**src/rtl/mem_arb_pkg.sv**
```systemverilog
// rtl/mem_arb_pkg.sv - shared types and sizing helpers for the memory port arbiter
package mem_arb_pkg;

  typedef enum logic {ARB_IDLE, ARB_BURST} arb_state_t;

  // Bits needed to index n items, never less than one.
  function automatic int ptr_width(input int n);
    int w;
    w = 1;
    for (int i = 1; i < 31; i++) begin
      if ((1 << i) < n) w = i + 1;
    end
    return w;
  endfunction

endpackage

```
**src/rtl/mem_port_arbiter_if.sv**
```systemverilog
// rtl/mem_port_arbiter_if.sv - requester and memory-side signals of the port A arbiter
interface mem_port_arbiter_if #(
  parameter int DATA = 8,
  parameter int ADDR = 16,
  parameter int NREQ = 3
);
  logic [NREQ-1:0]      req;
  logic [NREQ-1:0]      we;
  logic [NREQ-1:0]      lock;
  logic [NREQ*ADDR-1:0] addr;
  logic [NREQ*DATA-1:0] wdata;
  logic [NREQ-1:0]      gnt;
  logic [NREQ-1:0]      rvalid;
  logic [DATA-1:0]      rdata;
  logic [ADDR-1:0]      mem_addr;
  logic [DATA-1:0]      mem_din;
  logic                 mem_we;
  logic [DATA-1:0]      mem_dout;

  // Arbiter side: takes requests and memory read data, drives grants and the port.
  modport slave (
    input  req, we, lock, addr, wdata, mem_dout,
    output gnt, rvalid, rdata, mem_addr, mem_din, mem_we
  );

  // Environment side: the requesters plus the memory itself.
  modport master (
    output req, we, lock, addr, wdata, mem_dout,
    input  gnt, rvalid, rdata, mem_addr, mem_din, mem_we
  );
endinterface

```
**src/rtl/counter.sv**
```systemverilog
// rtl/counter.sv - loadable up-counter with asynchronous active-low reset
module counter #(
  parameter int W = 4
) (
  input  logic         clk,
  input  logic         rst_L,
  input  logic         load,
  input  logic [W-1:0] load_val,
  input  logic         inc,
  output logic [W-1:0] q
);

  // Load has priority over increment; count clears to zero on reset.
  always_ff @(posedge clk or negedge rst_L) begin
    if (!rst_L) q <= '0;
    else if (load) q <= load_val;
    else if (inc) q <= q + W'(1);
  end

endmodule

```
**src/rtl/register.sv**
```systemverilog
// rtl/register.sv - enabled register with asynchronous active-low reset
module register #(
  parameter int             W       = 1,
  parameter logic [W-1:0]   RST_VAL = '0
) (
  input  logic         clk,
  input  logic         rst_L,
  input  logic         en,
  input  logic [W-1:0] d,
  output logic [W-1:0] q
);

  // Capture d when enabled; reset value applied asynchronously.
  always_ff @(posedge clk or negedge rst_L) begin
    if (!rst_L) q <= RST_VAL;
    else if (en) q <= d;
  end

endmodule

```
**src/rtl/rr_pick.sv**
```systemverilog
// rtl/rr_pick.sv - rotating priority encoder, search starts at ptr and wraps modulo N
module rr_pick #(
  parameter int N  = 3,
  parameter int PW = 2
) (
  input  logic [N-1:0]  req,
  input  logic [PW-1:0] ptr,
  output logic [N-1:0]  gnt,
  output logic [PW-1:0] idx,
  output logic          any
);

  int            j;
  logic [PW-1:0] jj;

  // First requester found walking ptr, ptr+1, ... wins; idx falls back to ptr when idle.
  always_comb begin
    gnt = '0;
    idx = ptr;
    any = 1'b0;
    j   = 0;
    jj  = '0;
    for (int k = 0; k < N; k++) begin
      j = int'(ptr) + k;
      if (j >= N) j = j - N;
      jj = PW'(j);
      if (!any && req[jj]) begin
        any     = 1'b1;
        gnt[jj] = 1'b1;
        idx     = jj;
      end
    end
  end

endmodule

```
**src/rtl/mem_port_arbiter.sv**
```systemverilog
// rtl/mem_port_arbiter.sv - round-robin arbiter with bounded lock bursts for mem port A
module mem_port_arbiter #(
  parameter int DATA     = 8,
  parameter int ADDR     = 16,
  parameter int NREQ     = 3,
  parameter int MAXBURST = 4
) (
  input  logic clk,
  input  logic rst_L,
  mem_port_arbiter_if.slave bus
);
  import mem_arb_pkg::*;

  localparam int PW = ptr_width(NREQ);
  localparam int CW = ptr_width(MAXBURST + 1);

  localparam logic [0:0] ST_IDLE  = 1'(ARB_IDLE);
  localparam logic [0:0] ST_BURST = 1'(ARB_BURST);

  logic [0:0]      state_q, state_d;
  logic [PW-1:0]   ptr_q, ptr_d;
  logic [PW-1:0]   owner_q, owner_d;
  logic [CW-1:0]   cnt_q;
  logic            cnt_load, cnt_inc;
  logic [NREQ-1:0] rv_q, rv_d;

  logic [PW-1:0]   pick_ptr, pick_idx, win_idx;
  logic [NREQ-1:0] pick_gnt, gnt_raw, gnt_o;
  logic            pick_any, owner_hold, grant_any, we_o;

  function automatic logic [PW-1:0] inc_mod(input logic [PW-1:0] v);
    return (int'(v) == NREQ - 1) ? '0 : v + PW'(1);
  endfunction

  // While bursting, anyone else is searched starting just after the owner.
  assign pick_ptr   = (state_q == ST_BURST) ? inc_mod(owner_q) : ptr_q;
  assign owner_hold = (state_q == ST_BURST) && bus.req[owner_q];

  rr_pick #(.N(NREQ), .PW(PW)) u_pick (
    .req (bus.req),
    .ptr (pick_ptr),
    .gnt (pick_gnt),
    .idx (pick_idx),
    .any (pick_any)
  );

  assign win_idx   = owner_hold ? owner_q : pick_idx;
  assign grant_any = owner_hold | pick_any;
  assign gnt_raw   = owner_hold ? (NREQ'(1) << owner_q) : pick_gnt;

  // Grant and write enable are forced low for as long as reset is held.
  assign gnt_o = rst_L ? gnt_raw : '0;
  assign we_o  = rst_L & grant_any & bus.we[win_idx];

  assign bus.gnt      = gnt_o;
  assign bus.mem_we   = we_o;
  assign bus.mem_addr = bus.addr[int'(win_idx) * ADDR +: ADDR];
  assign bus.mem_din  = bus.wdata[int'(win_idx) * DATA +: DATA];
  assign bus.rdata    = bus.mem_dout;
  assign bus.rvalid   = rv_q;

  // Only read grants produce a data strobe one cycle later.
  assign rv_d = we_o ? '0 : gnt_o;

  // Next-state: hold the burst owner, otherwise round-robin and possibly start a burst.
  always_comb begin
    state_d  = state_q;
    ptr_d    = ptr_q;
    owner_d  = owner_q;
    cnt_load = 1'b0;
    cnt_inc  = 1'b0;
    if (owner_hold) begin
      cnt_inc = 1'b1;
      if ((cnt_q + CW'(1) >= CW'(MAXBURST)) || !bus.lock[owner_q]) begin
        state_d = ST_IDLE;
        ptr_d   = inc_mod(owner_q);
      end
    end else if (pick_any) begin
      state_d = ST_IDLE;
      ptr_d   = inc_mod(pick_idx);
      if (bus.lock[pick_idx] && (MAXBURST > 1)) begin
        state_d  = ST_BURST;
        owner_d  = pick_idx;
        cnt_load = 1'b1;
        ptr_d    = ptr_q;
      end
    end else if (state_q == ST_BURST) begin
      state_d = ST_IDLE;
      ptr_d   = inc_mod(owner_q);
    end
  end

  // Arbiter mode, back to idle on reset.
  always_ff @(posedge clk or negedge rst_L) begin
    if (!rst_L) state_q <= ST_IDLE;
    else state_q <= state_d;
  end

  register #(.W(PW)) u_ptr (
    .clk (clk), .rst_L (rst_L), .en (1'b1), .d (ptr_d), .q (ptr_q)
  );

  register #(.W(PW)) u_owner (
    .clk (clk), .rst_L (rst_L), .en (1'b1), .d (owner_d), .q (owner_q)
  );

  register #(.W(NREQ)) u_rvalid (
    .clk (clk), .rst_L (rst_L), .en (1'b1), .d (rv_d), .q (rv_q)
  );

  counter #(.W(CW)) u_burst_cnt (
    .clk      (clk),
    .rst_L    (rst_L),
    .load     (cnt_load),
    .load_val (CW'(1)),
    .inc      (cnt_inc),
    .q        (cnt_q)
  );

endmodule
```
**src/flat_wrapper.sv**
```systemverilog
// flat-port wrapper written by rule: the top's interface ports become plain ports
module mem_port_arbiter_flat import mem_arb_pkg::*;
#(
  parameter int DATA     = 8,
  parameter int ADDR     = 16,
  parameter int NREQ     = 3,
  parameter int MAXBURST = 4
)
  (clk, rst_L, bus_req, bus_we, bus_lock, bus_addr, bus_wdata, bus_mem_dout, bus_gnt, bus_rvalid, bus_rdata, bus_mem_addr, bus_mem_din, bus_mem_we);
  mem_port_arbiter_if #(.DATA(DATA), .ADDR(ADDR), .NREQ(NREQ)) bus_i ();
  input  logic clk;
  input  logic rst_L;
  input wire logic [$bits(bus_i.req)-1:0] bus_req;
  input wire logic [$bits(bus_i.we)-1:0] bus_we;
  input wire logic [$bits(bus_i.lock)-1:0] bus_lock;
  input wire logic [$bits(bus_i.addr)-1:0] bus_addr;
  input wire logic [$bits(bus_i.wdata)-1:0] bus_wdata;
  input wire logic [$bits(bus_i.mem_dout)-1:0] bus_mem_dout;
  output wire logic [$bits(bus_i.gnt)-1:0] bus_gnt;
  output wire logic [$bits(bus_i.rvalid)-1:0] bus_rvalid;
  output wire logic [$bits(bus_i.rdata)-1:0] bus_rdata;
  output wire logic [$bits(bus_i.mem_addr)-1:0] bus_mem_addr;
  output wire logic [$bits(bus_i.mem_din)-1:0] bus_mem_din;
  output wire logic [$bits(bus_i.mem_we)-1:0] bus_mem_we;
  assign bus_i.req = bus_req;
  assign bus_i.we = bus_we;
  assign bus_i.lock = bus_lock;
  assign bus_i.addr = bus_addr;
  assign bus_i.wdata = bus_wdata;
  assign bus_i.mem_dout = bus_mem_dout;
  assign bus_gnt = bus_i.gnt;
  assign bus_rvalid = bus_i.rvalid;
  assign bus_rdata = bus_i.rdata;
  assign bus_mem_addr = bus_i.mem_addr;
  assign bus_mem_din = bus_i.mem_din;
  assign bus_mem_we = bus_i.mem_we;
  mem_port_arbiter #(.DATA(DATA), .ADDR(ADDR), .NREQ(NREQ), .MAXBURST(MAXBURST)) u_core (.clk(clk), .rst_L(rst_L), .bus(bus_i));
endmodule
```
**config.mk**
```make
export PLATFORM = sky130hd
export DESIGN_NAME = mem_port_arbiter_flat
export DESIGN_NICKNAME = d
export VERILOG_FILES = /design/src/rtl/mem_arb_pkg.sv /design/src/rtl/mem_port_arbiter_if.sv /design/src/rtl/counter.sv /design/src/rtl/register.sv /design/src/rtl/rr_pick.sv /design/src/rtl/mem_port_arbiter.sv /design/src/flat_wrapper.sv
export SDC_FILE = /design/constraint.sdc
export NUM_CORES = 1
export LEC_CHECK = 0
export BUFFER_PORTS_ARGS = -buffer_cell sky130_fd_sc_hd__buf_2
export CAP_MARGIN = 20
export CORE_UTILIZATION = 42
export DETAILED_ROUTE_END_ITERATION = 12
export MAX_ROUTING_LAYER = met4
export PLACE_DENSITY = 0.82
export SYNTH_ARGS = -nofsm -noshare
export SYNTH_HDL_FRONTEND = slang
export SYNTH_HIERARCHICAL = 1
export SYNTH_SLANG_ARGS = --single-unit
```
**constraint.sdc**
```tcl
create_clock -name clk -period 4.83 [get_ports clk]
set_input_delay 0.2415 -clock clk [delete_from_list [all_inputs] [get_ports clk]]
set_output_delay 0.2415 -clock clk [all_outputs]
set_load 0.05 [all_outputs]
```
==> key figures <==
Outcome
  • Outcome: finished clean

Place
  • I/O Buffers: 113
  • Detailed placer's ending HPWL: 4360 um
  • GPL Wtd Cong: 0.983
  • Cell Count Post-Placement: 362
  • Placed inst area: 2350 um2

Timing
  • Unrepaired setup endpoints after global routing: false
  • # setup viols final: 0
  • Max frequency: 223 MHz
  • Worst rel slew slack: 62.9%
  • Setup_tns: 0 ns
  • Final hold vios: 0
  • Fin crit share: 92.8%
  • Final slew viol count: 0
  • Worst-margin pin slew: 0.556 ns
  • Layout Skew: 0.00243 ns
  • Min cycle time layout: 4.48 ns

GRT
  • Total global-route track usage: 22.8%
  • Largest net degree at the start of global routing: 25
  • Grt total ovfl: 0
  • Global-route wire length before repair: 7790 um
  • Initial antenna violation count: 0
  • Vias in the first global route: 1,715

Layout
  • Antenna cell count: 0
  • Commonest non-fill, non-tap cells in the layout: buf_2, mux2i_1, o2bb2ai_1
  • Layout cell share with drive strength beyond 1: 45.7%
  • Layout area overhead: 35.5%
  • Layout filler cell count: 382
  • # nets final: 414
  • Cell area after layout: 2440 um2
  • Final cell count without fillers: 367
  • Commonest non-fill, non-tap cell in the layout: buf_2

CTS
  • Clk sinks: 11
  • Clock-pin slew on the worst setup and hold paths: 0.05 ns
  • Clk Latency, worst-skew pair: 0.23 ns
  • Max clock buf depth: 2
  • CTS Buf Count: 3
  • CTS tree: yes
  • # H-tree levels: 1
  • Clk root buf: clkbuf_8

Synthesis
  • Number of enable flip-flop cells after synthesis: 0
  • Yosys warns: 6
  • Synth Cell Area: 1800 um2
  • Number of cells produced by synthesis: 207
  • Synth cell types: 57
  • Main synth FF type: dfrtp_1
  • #FFs+latches synth: 11
  • Post-Syn Area per Cell: 8.69 um2
  • Seq/Total Area, Yosys: 15.3%
  • Fraction of registers with async set/reset: 100%

Route
  • Antenna-violating nets left: 0
  • Final routed DRC violation total: 0
  • Routed len/inst: 14.7 um
  • Initial DRC Count: 105
  • Vias: 2,042
  • Vias per cell: 5.56
  • 1st-pass router iterations: 4
  • Post-detailed-routing wire length: 5400 um

Worst setup path
  • CP Launch Point: u_core/u_owner/q[0]
  • Critical path class: flip-flop to primary output
  • Crit path max fanout: 13
  • Worst setup EP type: primary output
  • Critical path depth: 14
  • Crit path cell chain: inv_2 > o31ai_2 > inv_1 > ha_1 > mux2i_1 > nor3b_1 > a221oi_1 > a211oi_2 > inv_1 > o21ai_4 > buf_4 > mux2i_1 > o2bb2ai_1 > buf_2
  • Critical path endpoint: bus_mem_addr[12]
  • R2r endpoint: u_core/u_ptr/q[0]
  • Crit-path max cell delay: 0.61 ns
  • Critical path's slowest cell: dfrtp_1
  • Worst r2r src: u_core/u_owner/q[0]
  • Buf+Inv Stages, Crit Path: 5
  • FF-to-FF path depth: 14
  • Critical path required time: 4.59 ns
  • Reg-to-reg slack, setup: 0.70 ns
  • Largest delay share family, worst path: compound AO/OA/AOI/OAI gates
  • Data arrival, critical path: 4.24 ns
  • Critical path startpoint category: flip-flop

Die
  • Core area: 4060 um2
  • Die Area: 4550 um2
  • Std cell rows: 23
  • Die W: 67.5 um
  • Die span in y: 67.5 um
  • I/O pin cnt: 130
  • Initial Util: 44.3%

Worst hold path
  • HP Class: primary input to asynchronous set/reset pin

Job
  • Number of max-cap violations: 0
==> state kept, by name, summed over array words and instances (netlist names) <==
signal / count
u_core/state_q: 1
u_core/u_burst_cnt/q: 3
u_core/u_owner/q: 2
u_core/u_ptr/q: 2
u_core/u_rvalid/q: 3
==> synthesized netlist by cell type (4+ instances only) <==
master / number / area share, %
a21oi_1: 5 / 1.4
buf_2: 4 / 1.1
buf_4: 10 / 4.2
buf_6: 4 / 2.5
dfrtp_1: 11 / 15
ha_1: 5 / 3.5
inv_1: 12 / 2.5
mux2_2: 9 / 5.6
mux2i_1: 30 / 17
nand2_1: 12 / 2.5
nand3b_1: 5 / 2.1
nor2b_1: 4 / 1.4
o21ai_0: 9 / 2.5
o2bb2ai_1: 24 / 12
==> cell type report <==
| cell class | count | area (um2) | share of cell area, % |
|---|---|---|---|
| flip-flops and latches | 11 | 275 | 11.3 |
| well taps | 50 | 62.6 | 2.57 |
| repair buffers | 118 | 606 | 24.8 |
| inverters | 13 | 48.8 | 2.00 |
| multi-input cells | 171 | 1400 | 57.4 |
| clock buffers | 4 | 45.0 | 1.85 |
==> metal layers <==
layer	up-vias	track usage (%)	share of wire [%]
met3	11	5.07	9.2
met4	0	6.12	1.4
met2	87	37.6	47
li1	1004	-	-
met5	-	-	0
met1	940	27.9	42
==> what timing repair did <==
item / in CTS / in global routing
endpoints found under the setup margin: 25 / 25
hold buffers: 1 / 0
resized for setup: 1 / 5
setup buffers: 0 / 0
endpoints found under the hold margin: 11 / 0
==> how the worst min path moves through the flow <==
| stage | startpoint | endpoint | cells after the start |
|---|---|---|---|
| after CTS | rst_L | u_core/u_burst_cnt/q[1] | 2 |
| after detailed placement | rst_L | u_core/u_owner/q[0] | 1 |
| after global routing | rst_L | u_core/u_burst_cnt/q[1] | 2 |
| after global placement | rst_L | u_core/u_burst_cnt/q[0] | 1 |
| after floorplan | rst_L | u_core/state_q | 0 |
| final | rst_L | u_core/u_burst_cnt/q[1] | 2 |
==> kinds of logic (layout without fill, tap and decap cells) <==
logic type / after synthesis / count (layout) / synth area share, %
xor+xnor: 2 / 2 / 0.974
mux: 41 / 41 / 23.9
buf+inv: 33 / 135 / 10.9
fa+ha+maj: 5 / 5 / 3.48
simple gates: 42 / 42 / 14.3
flops: 11 / 11 / 15.3
other cells: 2 / 10 / 0.417
compound gates: 71 / 71 / 30.7
==> per-stage QoR <==
| stage | utilization (%) | setup WS [ns] | hold WS (ns) |
|---|---|---|---|
| 2_1_floorplan | - | 0.550 | -0.0541 |
| 3_3_place_gp | 57.8 | 0.175 | 0.140 |
| 3_5_place_dp | 57.8 | 0.138 | 0.144 |
| 4_1_cts | 59.3 | 0.0480 | 0.426 |
| 5_1_grt | 60.1 | 0.0772 | 0.465 |
| 6_report | 60.1 | 0.350 | 0.435 |
Power is left out: the tool's default activity adds up to more than one toggle a clock period on the data nets, which glitch-free logic cannot reach.
